`src/rtl/onchip_memory_arbiter.sv`:
```
// Two-requester round-robin arbiter in front of a single-port 1-cycle-latency on-chip RAM.
// Supports per-requester bus lock and flags (sticky) accesses beyond the implemented depth.
module onchip_memory_arbiter #(
  parameter int unsigned ADDR_W    = 16,
  parameter int unsigned DATA_W    = 32,
  parameter int unsigned NUM_WORDS = 51200
) (
  input  logic                clk,
  input  logic                reset,

  input  logic [ADDR_W-1:0]   m0_address,
  input  logic                m0_read,
  input  logic                m0_write,
  input  logic [DATA_W/8-1:0] m0_byteenable,
  input  logic [DATA_W-1:0]   m0_writedata,
  input  logic                m0_lock,
  output logic                m0_waitrequest,
  output logic [DATA_W-1:0]   m0_readdata,
  output logic                m0_readdatavalid,
  output logic                m0_oor_err,

  input  logic [ADDR_W-1:0]   m1_address,
  input  logic                m1_read,
  input  logic                m1_write,
  input  logic [DATA_W/8-1:0] m1_byteenable,
  input  logic [DATA_W-1:0]   m1_writedata,
  input  logic                m1_lock,
  output logic                m1_waitrequest,
  output logic [DATA_W-1:0]   m1_readdata,
  output logic                m1_readdatavalid,
  output logic                m1_oor_err,

  output logic [ADDR_W-1:0]   mem_address,
  output logic                mem_chipselect,
  output logic                mem_write,
  output logic [DATA_W/8-1:0] mem_byteenable,
  output logic [DATA_W-1:0]   mem_writedata,
  output logic                mem_clken,
  input  logic [DATA_W-1:0]   mem_readdata
);

  localparam logic [1:0] ST_UNLOCKED = 2'd0;
  localparam logic [1:0] ST_LOCKED0  = 2'd1;
  localparam logic [1:0] ST_LOCKED1  = 2'd2;

  logic [1:0] state_q, state_d;
  logic       last_grant_q;
  logic       req0, req1;
  logic       grant0, grant1;
  logic       oor0, oor1;
  logic       sel_oor, sel_write, any_grant, accept;
  logic       rvalid0_q, rvalid1_q, rzero_q;
  logic       oor_err0_q, oor_err1_q;

  assign req0 = m0_read | m0_write;
  assign req1 = m1_read | m1_write;
  assign oor0 = 32'(m0_address) >= NUM_WORDS;
  assign oor1 = 32'(m1_address) >= NUM_WORDS;

  // Grant selection and lock tracking; the lock owner keeps the port until it drops lock.
  always_comb begin
    grant0  = 1'b0;
    grant1  = 1'b0;
    state_d = state_q;
    case (state_q)
      ST_LOCKED0: begin
        grant0 = req0;
        if (!m0_lock) state_d = ST_UNLOCKED;
      end
      ST_LOCKED1: begin
        grant1 = req1;
        if (!m1_lock) state_d = ST_UNLOCKED;
      end
      default: begin
        grant0 = req0 & (~req1 | last_grant_q);
        grant1 = req1 & ~grant0;
        if (grant0 && m0_lock)      state_d = ST_LOCKED0;
        else if (grant1 && m1_lock) state_d = ST_LOCKED1;
      end
    endcase
  end

  always_ff @(posedge clk) begin
    if (reset) begin
      state_q      <= ST_UNLOCKED;
      last_grant_q <= 1'b1;
    end else begin
      state_q <= state_d;
      if (grant0 || grant1) last_grant_q <= grant1;
    end
  end

  assign m0_waitrequest = req0 & ~grant0;
  assign m1_waitrequest = req1 & ~grant1;

  // Memory-side mux; out-of-range accesses are accepted but never reach the RAM.
  assign any_grant      = grant0 | grant1;
  assign accept         = any_grant & ~reset;
  assign sel_oor        = grant1 ? oor1 : oor0;
  assign sel_write      = grant1 ? m1_write : m0_write;
  assign mem_address    = grant1 ? m1_address : m0_address;
  assign mem_byteenable = grant1 ? m1_byteenable : m0_byteenable;
  assign mem_writedata  = grant1 ? m1_writedata : m0_writedata;
  assign mem_chipselect = accept & ~sel_oor;
  assign mem_write      = mem_chipselect & sel_write;
  assign mem_clken      = 1'b1;

  always_ff @(posedge clk) begin
    if (reset) begin
      rvalid0_q  <= 1'b0;
      rvalid1_q  <= 1'b0;
      rzero_q    <= 1'b0;
      oor_err0_q <= 1'b0;
      oor_err1_q <= 1'b0;
    end else begin
      rvalid0_q  <= grant0 & ~m0_write;
      rvalid1_q  <= grant1 & ~m1_write;
      rzero_q    <= sel_oor;
      oor_err0_q <= oor_err0_q | (grant0 & oor0);
      oor_err1_q <= oor_err1_q | (grant1 & oor1);
    end
  end

  // Reset suppresses a response that would otherwise land in the reset cycle.
  assign m0_readdatavalid = rvalid0_q & ~reset;
  assign m1_readdatavalid = rvalid1_q & ~reset;
  assign m0_readdata      = rzero_q ? '0 : mem_readdata;
  assign m1_readdata      = rzero_q ? '0 : mem_readdata;
  assign m0_oor_err       = oor_err0_q;
  assign m1_oor_err       = oor_err1_q;

endmodule

```
`config.mk`:
```
export PLATFORM = sky130hd
export DESIGN_NAME = onchip_memory_arbiter
export DESIGN_NICKNAME = d
export VERILOG_FILES = /design/src/rtl/onchip_memory_arbiter.sv
export SDC_FILE = /design/constraint.sdc
export NUM_CORES = 1
export LEC_CHECK = 0
export ABC_AREA = 0
export CAP_MARGIN = 10
export CORE_AREA = 2 2 105 107
export CTS_CLUSTER_DIAMETER = 150
export DETAILED_ROUTE_END_ITERATION = 7
export DIE_AREA = 0 0 107 109
export PLACE_DENSITY = 0.67
export SLEW_MARGIN = 30
export SYNTH_ARGS = -nofsm -noshare
export SYNTH_HDL_FRONTEND = slang
export SYNTH_SLANG_ARGS = --single-unit
```
`constraint.sdc`:
```
create_clock -name clk -period 2.2 [get_ports clk]
set_input_delay 0.44 -clock clk [delete_from_list [all_inputs] [get_ports clk]]
set_output_delay 0.44 -clock clk [all_outputs]
set_load 0.02 [all_outputs]
```
==> flow_metrics.tcl <==
set metrics [dict create \
    dp_hpwl_mm 7.43 \
    synth_top_family_by_area "multiplexers" \
    min_path_type "register to register" \
    synthSimpleGateAreaFrac 0.165 \
    path_clk_slew_ns 0.04 \
    fin_nets 607 \
    rr_startpoint "state_q[1]" \
    ant_nets 0 \
    timing.critical_path.from "state_q[0]" \
    cts-root-buf "clkbuf_8" \
    synth_compound_area_frac 0.125 \
    grt_pass1_vias 2433 \
    initial_core_util 0.175 \
    portBuffers 267 \
    min_from "m1_oor_err" \
    clk_latency_ns 0.23 \
    htreeDepth 1 \
    netlist_area_um2 1860 \
    setup_slack_ns -0.204 \
    finalSetupViolCount 53 \
    mostFrequentLayoutCell "clkdlybuf4s50_1" \
    cp_max_fo 6 \
    die_w_um 107 \
    die_y_um 109 \
    p_per_area_nw_per_um2 717 \
    cts_tree "built" \
    worst_setup_path_start_kind "register" \
    final_core_util 0.472 \
    r2r_cells 8 \
    grt-ovfl-total 0 \
    cts-buffers-inserted 3 \
    synth_edf_count 0 \
    synthCells 191 \
    worstPathRequired_ns 1.76 \
    endpoint_kind "output pin" \
    reg2reg_to "last_grant_q" \
    cts.sinks 8 \
    synthMuxAreaShare 0.415 \
    synth_xor_area_frac 0 \
    grt_util_all_layers 0.129 \
    hold_slack_ns 0.451 \
    rsz0062_at_grt "yes" \
    outcome "finished, violations left" \
    antenna_cells 0 \
    antenna_found_initial 0 \
    firstDrtPassIters 4 \
    grt_max_degree 33 \
    ys.flop_type "dfxtp_1" \
    rrSetupSlack_ns 0.54 \
    holdPathStages 2 \
    dr_total_vias 2417 \
    hold_end "m1_oor_err" \
    drive_gt1_frac 0.379 \
    setup.worst_path.class "register to output pin" \
    maxSlewViolCount 0 \
    finalHoldViolCount 0 \
    pin_count 269 \
    async_flop_share 0 \
    cts.path.max_buffers 2 \
    routedWlPerCell_um 14.1 \
    timing.final.crit_share 1.09 \
    fmax_ghz 0.416 \
    holdBufCountCts 0 \
    arrival_ns 1.96 \
    routed_wirelength_mm 8.47 \
    yosys.area_share.adder 0.0135 \
    yosysSeqAreaShare 0.0863 \
    cpMostUsedCell "buf_6" \
    synth_nets 337 \
    syn_to_final_growth_pct 170 \
    slowest_delay_ns 0.32 \
    yosysWarnings 0 \
    ir_drop_mv 0.344 \
    grt_pass1_wl_mm 12.1 \
    die_area_um2 11700 \
    finClkSkew_ns 0.000922 \
    routed_via_density 4.04 \
    synth.distinct_cells 39 \
    core_area_um2 10600 \
    avgSynthCellArea_um2 9.71 \
    leakage_nw 2.38 \
    mostFrequentLayoutCells "clkdlybuf4s50_1, buf_6, mux2_4" \
    drc 0 \
    crit_slowest_cell "dfxtp_2" \
    min_period_ns 2.40 \
    drv_cap 0 \
    drt-initial-drc-count 66 \
    crit_chain "inv_2 -> ha_4 -> buf_6 -> o211ai_4 -> nand2_4 -> buf_12 -> clkbuf_16 -> mux2_4 -> buf_6" \
    ys_seq_elements 8 \
    place_congestion 0.808 \
    rows 38 \
    violations "negative setup slack" \
]
-- how the worst max path moves through the flow --
stage	to	slack (ns)	cells past startpoint
2_1_floorplan	mem_chipselect	-0.02	6
3_3_place_gp	mem_write	-1.06	6
3_5_place_dp	mem_write	-1.04	6
4_1_cts	mem_writedata[31]	-0.26	9
5_1_grt	mem_writedata[25]	-0.28	9
6_report	mem_writedata[11]	-0.20	9
-- cell usage after synthesis (2+ instances only) --
| library cell | n | area share |
|---|---|---|
| mux2_4 | 49 | 0.40 |
| o21ba_2 | 2 | 0.011 |
| a21oi_1 | 3 | 0.0081 |
| nand3_1 | 2 | 0.0054 |
| a211o_1 | 2 | 0.0094 |
| nor3_1 | 3 | 0.0081 |
| buf_4 | 33 | 0.13 |
| o41ai_1 | 2 | 0.0094 |
| dfxtp_1 | 8 | 0.086 |
| nor2_1 | 5 | 0.010 |
| nor2b_1 | 35 | 0.12 |
| inv_1 | 5 | 0.010 |
| buf_2 | 2 | 0.0054 |
| ha_1 | 2 | 0.013 |
| clkbuf_1 | 4 | 0.0081 |
| mux2_2 | 3 | 0.018 |
| buf_6 | 6 | 0.036 |
| o21ai_0 | 4 | 0.011 |
-- repair_timing --
action / CTS / global route
gates cloned: 2 / 1
gates resized for setup: 350 / 44
setup endpoints to repair: 66 / 73
pin swaps: 10 / 3
setup buffers: 9 / 2
-- kinds of logic (layout without fill, tap and decap cells) --
logic type / after synthesis / in the layout
other cells: 1 / 1
simple gates: 51 / 51
flops: 8 / 8
compound gates: 27 / 27
fa+ha+maj: 2 / 2
mux: 52 / 52
buf+inv: 50 / 318
-- per-layer routing --
layer	track usage	part of all wire	vias to the layer above
met4	0.00464	0	0
li1	-	-	1175
met5	0	0	-
met2	0.259	0.54	164
met3	0.0478	0.12	0
met1	0.134	0.34	1078
-- state kept, by name (all words and copies together), names as in the netlist --
| signal | cells |
|---|---|
| state_q | 2 |
| rzero_q | 1 |
| rvalid1_q | 1 |
| m0_oor_err | 1 |
| rvalid0_q | 1 |
| m1_oor_err | 1 |
| last_grant_q | 1 |
-- metrics by stage --
step                setup TNS, ns  area [µm²]  worst slack (ns)  power [mW]  cells
CTS                         -9.82        4900            -0.259        3.59    598
global placement           -42.57        4630             -1.06        3.04    584
global route               -11.37        5000            -0.275        3.77    599
detailed placement         -43.11        4630             -1.04        3.06    584
finish                      -7.45        5000            -0.204        3.59    599
floorplan                 -0.0200        1870           -0.0200        1.86    191
-- worst max-delay path: cells and delay by family (launching register included) --
kind	cells	cell delay (ns)
simple gates	1	0.15
mux	1	0.30
compound gates	1	0.09
buf+inv	5	0.60
fa+ha+maj	1	0.26
flops	1	0.32
-- layout make-up --
cell class	instances	area, µm²
Clock buffer	3	41.3
Fill cell	1005	5600
Inverter	5	18.8
Multi-Input combinational cell	133	1440
Sequential cell	8	161
Tap cell	140	175
Timing Repair Buffer	310	3170
-- power by group --
part           internal [mW]  switching, mW
clock                  0.118         0.0547
sequential             0.171         0.0175
combinational           1.86           1.36
Note: power is estimated with default switching activity, not from simulation.
